File: src/rtl/digit_scan_ctrl_pkg.sv
// Shared slot-scan definitions: slot count, select width, slot code encodings.
// Pure declarations, no logic latency.
// No flow control; consumed by the scan controller and decoder benches.
package digit_scan_ctrl_pkg;

  localparam int SLOT_N = 4;
  localparam int SEL_W  = 2;

  typedef logic [SEL_W-1:0]  sel_t;
  typedef logic [SLOT_N-1:0] mask_t;

  // Slot code encodings as seen on the decoder select pins {x1,x0}
  localparam sel_t SLOT_0 = 2'd0;
  localparam sel_t SLOT_1 = 2'd1;
  localparam sel_t SLOT_2 = 2'd2;
  localparam sel_t SLOT_3 = 2'd3;

  // Circular step: slot s advanced by k positions, wrapping modulo SLOT_N
  function automatic sel_t sel_step(input sel_t s, input int k);
    return s + sel_t'(k);
  endfunction

endpackage

File: src/rtl/digit_scan_ctrl_rr_next_slot.sv
// Round-robin successor: first enabled slot after cur_sel, circularly, falling back to cur_sel.
// Purely combinational, zero latency.
// No flow control; caller decides when to take next_sel.
module rr_next_slot
  import digit_scan_ctrl_pkg::*;
(
  input  logic [SEL_W-1:0]  cur_sel,
  input  logic [SLOT_N-1:0] mask,
  output logic [SEL_W-1:0]  next_sel,
  output logic              wrap,
  output logic              none
);

  // Search cur_sel+1 .. cur_sel+SLOT_N; the last candidate is cur_sel itself
  always_comb begin
    sel_t cand;
    logic found;
    cand     = cur_sel;
    found    = 1'b0;
    next_sel = cur_sel;
    for (int k = 1; k <= SLOT_N; k++) begin
      cand = sel_step(cur_sel, k);
      if (!found && mask[cand]) begin
        next_sel = cand;
        found    = 1'b1;
      end
    end
  end

  // A move that does not go numerically upward closes a frame (includes staying put)
  assign none = ~|mask;
  assign wrap = ~none & (next_sel <= cur_sel);

endmodule

File: src/rtl/digit_scan_ctrl.sv
// Digit scan select generator: steps {x1,x0} through enabled slots every PRESCALE enabled clocks.
// Latency 1: all outputs registered, new slot visible the cycle after the terminal-count cycle.
// No backpressure; enable=0 freezes prescaler and slot and blanks the consumer.
module digit_scan_ctrl
  import digit_scan_ctrl_pkg::*;
#(
  parameter int PRESCALE   = 4,
  parameter int PRESCALE_W = 8
) (
  input  logic              clk,
  input  logic              reset,
  input  logic              enable,
  input  logic [SLOT_N-1:0] slot_mask,
  input  logic              force_en,
  input  logic [SEL_W-1:0]  force_sel,
  output logic              x1,
  output logic              x0,
  output logic              blank,
  output logic              slot_tick,
  output logic              frame_done
);

  localparam logic [PRESCALE_W-1:0] PRESC_LAST = PRESCALE_W'(PRESCALE - 1);
  localparam logic [PRESCALE_W-1:0] PRESC_ONE  = PRESCALE_W'(1);

  logic [PRESCALE_W-1:0] presc_q, presc_d;
  sel_t                  sel_q, sel_d;
  logic                  blank_q, blank_d;
  logic                  slot_tick_q, slot_tick_d;
  logic                  frame_done_q, frame_done_d;

  sel_t next_sel;
  logic wrap;
  logic none;
  logic term_cnt;

  rr_next_slot u_rr_next_slot (
    .cur_sel  (sel_q),
    .mask     (slot_mask),
    .next_sel (next_sel),
    .wrap     (wrap),
    .none     (none)
  );

  assign term_cnt = enable && (presc_q == PRESC_LAST);

  // Next state: force beats prescaler advance; an empty mask still lets the prescaler run
  always_comb begin
    presc_d      = presc_q;
    sel_d        = sel_q;
    slot_tick_d  = 1'b0;
    frame_done_d = 1'b0;
    blank_d      = ~enable | none;
    if (force_en) begin
      sel_d   = force_sel;
      presc_d = '0;
    end else if (enable) begin
      if (term_cnt) begin
        presc_d = '0;
        if (!none) begin
          sel_d        = next_sel;
          slot_tick_d  = 1'b1;
          frame_done_d = wrap;
        end
      end else begin
        presc_d = presc_q + PRESC_ONE;
      end
    end
  end

  // State and output registers, cleared immediately by reset
  always_ff @(posedge clk or posedge reset) begin
    if (reset) begin
      presc_q      <= '0;
      sel_q        <= SLOT_0;
      blank_q      <= 1'b1;
      slot_tick_q  <= 1'b0;
      frame_done_q <= 1'b0;
    end else begin
      presc_q      <= presc_d;
      sel_q        <= sel_d;
      blank_q      <= blank_d;
      slot_tick_q  <= slot_tick_d;
      frame_done_q <= frame_done_d;
    end
  end

  assign x1         = sel_q[1];
  assign x0         = sel_q[0];
  assign blank      = blank_q;
  assign slot_tick  = slot_tick_q;
  assign frame_done = frame_done_q;

endmodule

File: config.mk
export PLATFORM = sky130hd
export DESIGN_NAME = digit_scan_ctrl
export DESIGN_NICKNAME = d
export VERILOG_FILES = /design/src/rtl/digit_scan_ctrl_pkg.sv /design/src/rtl/digit_scan_ctrl_rr_next_slot.sv /design/src/rtl/digit_scan_ctrl.sv
export SDC_FILE = /design/constraint.sdc
export NUM_CORES = 1
export LEC_CHECK = 0
export ABC_AREA = 0
export BUFFER_PORTS_ARGS = -buffer_cell sky130_fd_sc_hd__buf_2
export CORE_MARGIN = 8
export CORE_UTILIZATION = 52
export DETAILED_ROUTE_END_ITERATION = 10
export MAX_ROUTING_LAYER = met4
export PLACE_DENSITY = 0.82
export SLEW_MARGIN = 20
export SYNTH_ARGS = -nofsm -noshare
export SYNTH_HDL_FRONTEND = slang
export SYNTH_SLANG_ARGS = --single-unit
File: constraint.sdc
create_clock -name clk -period 1.7 [get_ports clk]
set_input_delay 0.255 -clock clk [delete_from_list [all_inputs] [get_ports clk]]
set_output_delay 0.255 -clock clk [all_outputs]
set_load 0.01 [all_outputs]
* Yosys cells after proc, flatten, opt, wreduce, memory -nomap -nowiden
Cells that the tools add are included.
** Storage, ports and cells
- Register bits after elaboration :: 13
- Bits in latches :: 0
- Memory bits (writable) :: 0
- Bits in read-only memories :: 0
- Input bits :: 10
- Output and inout bits :: 5
- Logic and storage cells :: 61
- Memories kept :: 0
** Cells by class
- Add/sub/neg operators :: 4
- Multiply operators :: 0
- Divide/modulo/power cells :: 0
- Magnitude comparators :: 5
- Eq/ne operators :: 1
- Shifts and indexed selects :: 0
- Multiplexer cells :: 30
- Bitwise operators :: 3
- Reductions and logical operators :: 13
** Operators with widths (count)
- 2-to-1 mux 8 bit :: 3
- 2-to-1 mux 2 bit :: 8
- 2-to-1 mux 1 bit :: 15
- < comparator 2 x 3 -> 1 bit, second input constant :: 4
- adder 8 x 1 -> 8 bit, second input constant :: 1
- binary-select mux 1 bit (select 2 bit) :: 4
- equality test 8 x 2 -> 1 bit, second input constant :: 1
- nonzero test 2 bit :: 3
- adder 2 bit, second input constant :: 2
- logical AND 1 bit :: 4
- zero test 1 bit :: 4
- OR reduction 4 bit :: 1
- AND reduction 3 bit :: 1
- adder 2 x 1 -> 2 bit, second input constant :: 1
- <= comparator 2 bit :: 1
- bitwise AND 1 bit :: 1
- NOT 1 bit :: 1
- OR 1 bit :: 1

* Logic depth before layout (Yosys ltp)
- Depth after elaboration :: 19
- Mapped depth :: 8
- Depth with buffers taken out :: 8

* Hierarchy
A second synthesis with hierarchy kept.
** Second synthesis, totals
- Cell total of the unflattened synthesis :: 84
- Area, all modules :: 793.3 um^2
** Modules (own cells, without submodules)
- digit_scan_ctrl :: times used 1, cells each 62, area an instance 661.9 um^2, seq. area each 326.6 um^2
- rr_next_slot :: times used 1, cells each 22, area an instance 131.4 um^2, seq. area each 0.0 um^2

* Least setup slack after synthesis
Ideal clock, no wire load.
- Kind :: register -> register
- Start :: register sel_q[0]
- End :: register frame_done_q, in the netlist frame_done
- Setup time :: 134 ps
- Data arrival time :: 1383 ps
- Data required time :: 1566 ps
- Slack :: 184 ps
- Stages on the path, launching flop included :: 7
- Buffers on the path :: 0
- Period minus slack after synthesis :: 1516 ps
- Path through :: dfrtp_1 -> nand2b_1 -> o21ai_0 -> a221oi_1 -> ha_1 -> a21oi_1 -> nor3_1
** On the way
- Word-level cells in the longest chain between the ends :: 19
- Elaborated cells between the ends (all ways) :: 30
- Those cells by class :: add/sub (3); order compare (1); mux (19); bitwise (1); reduce/logical (6)
** Ends and longest elaborated chain
- start: declaration :: line digit_scan_ctrl.sv:27 : sel_t sel_q, sel_d;
- start signal: assignment :: line digit_scan_ctrl.sv:81 : sel_q <= sel_d;
- adder 2 x 1 -> 2 bit :: line digit_scan_ctrl_pkg.sv:20 : return s + sel_t'(k);
- binary-select mux 1 bit (select 2 bit) :: line digit_scan_ctrl_rr_next_slot.sv:23 : if (!found && mask[cand]) begin
- 2-to-1 mux 1 bit (implied by the code) :: line digit_scan_ctrl_rr_next_slot.sv:23
- 2-to-1 mux 1 bit :: line digit_scan_ctrl_rr_next_slot.sv:23
- zero test 1 bit :: line digit_scan_ctrl_rr_next_slot.sv:23
- logical AND 1 bit :: line digit_scan_ctrl_rr_next_slot.sv:23
- 2-to-1 mux 1 bit :: line digit_scan_ctrl_rr_next_slot.sv:23
- zero test 1 bit :: line digit_scan_ctrl_rr_next_slot.sv:23
- (+4 left out)
- 2-to-1 mux 2 bit :: line digit_scan_ctrl_rr_next_slot.sv:23
- <= comparator 2 bit * :: line digit_scan_ctrl_rr_next_slot.sv:32 : assign wrap = ~none & (next_sel <= cur_sel);
- bitwise AND 1 bit * :: line digit_scan_ctrl_rr_next_slot.sv:32
- 2-to-1 mux 1 bit * :: line digit_scan_ctrl.sv:60 : if (!none) begin
- 2-to-1 mux 1 bit * :: line digit_scan_ctrl.sv:58 : if (term_cnt) begin
- 2-to-1 mux 1 bit * :: line digit_scan_ctrl.sv:57 : end else if (enable) begin
- 2-to-1 mux 1 bit * :: line digit_scan_ctrl.sv:54 : if (force_en) begin
- net frame_done_d :: line digit_scan_ctrl.sv:30 : logic frame_done_q, frame_done_d;
- end signal: assignment :: line digit_scan_ctrl.sv:84 : frame_done_q <= frame_done_d;
- end: declaration :: line digit_scan_ctrl.sv:30
The timed path passes the listed nets; every way through them passes the cells marked *. The select of a mux whose other input is x is not followed.
A chain may end at the register's enable or synchronous reset.

* Worst setup path after layout
Ends and elaborated chain as after synthesis.

==> reports/metrics.yaml <==
die_area_sq_um: 2930
worstPathArrival_ns: 1.77
num_vias: 618
synth_edf_count: 0
wl_met1_um: 691
fp.dieW_um: 54.1
finalWorstSetupSlack_ns: 0.140
tns_ns: 0
report.power.total_mw: 0.642
layoutNonFillerInstCount: 107
clk_pin_slew_worst_paths_ns: 0.08
io_pins: 15
start_util_pct: 56.6
ys_ff_latch: 13
drt_iter0_drc: 10
crit_required_ns: 1.91
first_pass_iters: 4
synthArstFlopShare_pct: 100
hp-class: "in -> reg"
seqCellArea_sq_um: 328
synth.cell_area_sq_um: 754
fmax_mhz: 641
post-route-util_pct: 66.0
grt_use_total_pct: 12.8
antennaDiodeCount: 0
clock_sinks: 13
area_growth_pct: 16.7
p_per_area_nw_per_um2: 729
finClkSkew_ns: 0.00476
dpl_worst_slack_ns: 0.0466
antenna_found_initial: 0
gp_congestion: 0.798
grt.overflow.total: 0
num_rows: 13
wire_per_inst_um: 15.0
wl_met3_um: 100
peakVddDrop_uv: 417
period_share_pct: 91.7
wl_met2_um: 779
drive_gt1_share_pct: 29.3
tightest_slew_ns: 0.479
ant_nets: 0
first_global_vias: 625
multi_input_area_sq_um: 404
critical_path_class: "reg -> reg"
hold_viol: 0
syn-num-nets: 87
port_buffers: 14
end_kind: "flop"
postSynthAreaPerCell_sq_um: 10.2
grt_pass1_wl_um: 2610
fp.dieH_um: 54.1
cts_htree_levels: 1
cts_tree: "built"
crit_path_start_kind: "flop"
routed_wl_um: 1600
insertion_delay_ns: 0.28
hpwlAfterDp_um: 1200
p_leak_nw: 0.418
fp.coreArea_sq_um: 1330
ff2ff_setup_slack_ns: 0.14
drc_errors: 0
outcome: "completed"
top_layer_used: "met4"
cts_root_buf: "clkbuf_4"
clk_path_buf_depth: 2
place_inst: 101
cp_max_fo: 5
grt_start_max_net_pins: 15
syn_inst: 74
yosysWarnings: 0
setup_viol: 0
synth_cell_types: 33
cts_buffers: 3
min_period_ns: 1.56
final_nets: 106
cap_violations: 0
final_max_slew_viol_count: 0
layout_common_cells: "14 x buf_2, 11 x dfrtp_1, 7 x nor2_1"
viasPerCell: 5.78
final_common_cell: "buf_2"
synthFlopType: "dfrtp_1"
n_fill_cell: 118
maxSlewHeadroom_pct: 68.1
yosysSeqAreaShare_pct: 43.3
==> power breakdown <==
group          internal (mW)  total (mW)  switching [mW]
registers              0.322       0.336          0.0139
clock network         0.0875       0.189           0.102
logic                 0.0521       0.117          0.0647
total                  0.462       0.642           0.180
==> cell type report <==
class | count | area share, %
multi-input combinational | 55 | 45.9
sequential | 13 | 37.2
timing repair buffer | 16 | 9.94
clock buffer | 3 | 2.56
tap | 15 | 2.13
inverter | 4 | 1.70
clock inverter | 1 | 0.568
==> per-layer routing <==
layer,GRT usage [%],up-vias
met5,-,-
met4,4.92,0
met3,6.06,7
met2,19.5,12
met1,14.2,294
li1,-,305
==> worst max-delay path: stages, from the launching register on <==
cell and delay [ns]:
dfrtp_2 0.43, nand2b_1 0.18, o21ai_0 0.14, a21oi_1 0.12
ha_1 0.30, a21oi_1 0.14, a21oi_1 0.05, nor3_1 0.12
==> cell families after synthesis <==
family,Yosys count,synth area share [%]
multiplexers,1,1.33
AO/OA/AOI/OAI,20,18.6
adder cells (fa/ha/maj),3,4.98
AND/OR/NAND/NOR,27,23.2
flip-flops,13,43.3
buffers and inverters,6,3.98
XOR/XNOR,4,4.64
==> path summary, 6_finish.rpt <==
check | cells after the start | start | to
worst min-delay path | 3 | force_sel[1] | sel_q[1]
worst max register to register | 7 | sel_q[0] | frame_done
max in group asynchronous | 3 | reset | blank
min in group asynchronous | 3 | reset | presc_q[3]
worst min register to register | 1 | presc_q[6] | presc_q[6]
worst max-delay path | 7 | sel_q[0] | frame_done
==> synthesized netlist by cell type (2+ instances only) <==
master / number / area (sq um)
nor2_1: 7 / 26.3
a21oi_1: 6 / 30.0
o31ai_1: 2 / 15.0
nand3b_1: 2 / 15.0
dfrtp_1: 12 / 300
nand2_1: 4 / 15.0
ha_1: 3 / 37.5
nand2b_1: 3 / 18.8
inv_1: 4 / 15.0
xor2_1: 3 / 26.3
o21ai_0: 5 / 25.0
or3_1: 2 / 12.5
==> through the flow <==
step / instance area [sq um] / hold slack, ns
after floorplan: 754 / 0.131
after global placement: 828 / 0.291
after detailed placement: 828 / 0.295
after CTS: 866 / 0.164
after global routing: 881 / 0.154
final: 881 / 0.169
==> state kept, by name (all words and copies together) (netlist names) <==
| signal | cells |
|---|---|
| blank | 1 |
| frame_done | 1 |
| sel_q | 2 |
| presc_q | 8 |
| slot_tick | 1 |
==> timing repair <==
action                                 4_1_cts  5_1_grt
buffers inserted                             0        1
endpoints found under the hold margin       12        0
setup endpoints to repair                    0        1
hold buffers                                 1        0
gates resized for setup                      0        2
No activity file was read; power rests on OpenSTA's default activity.
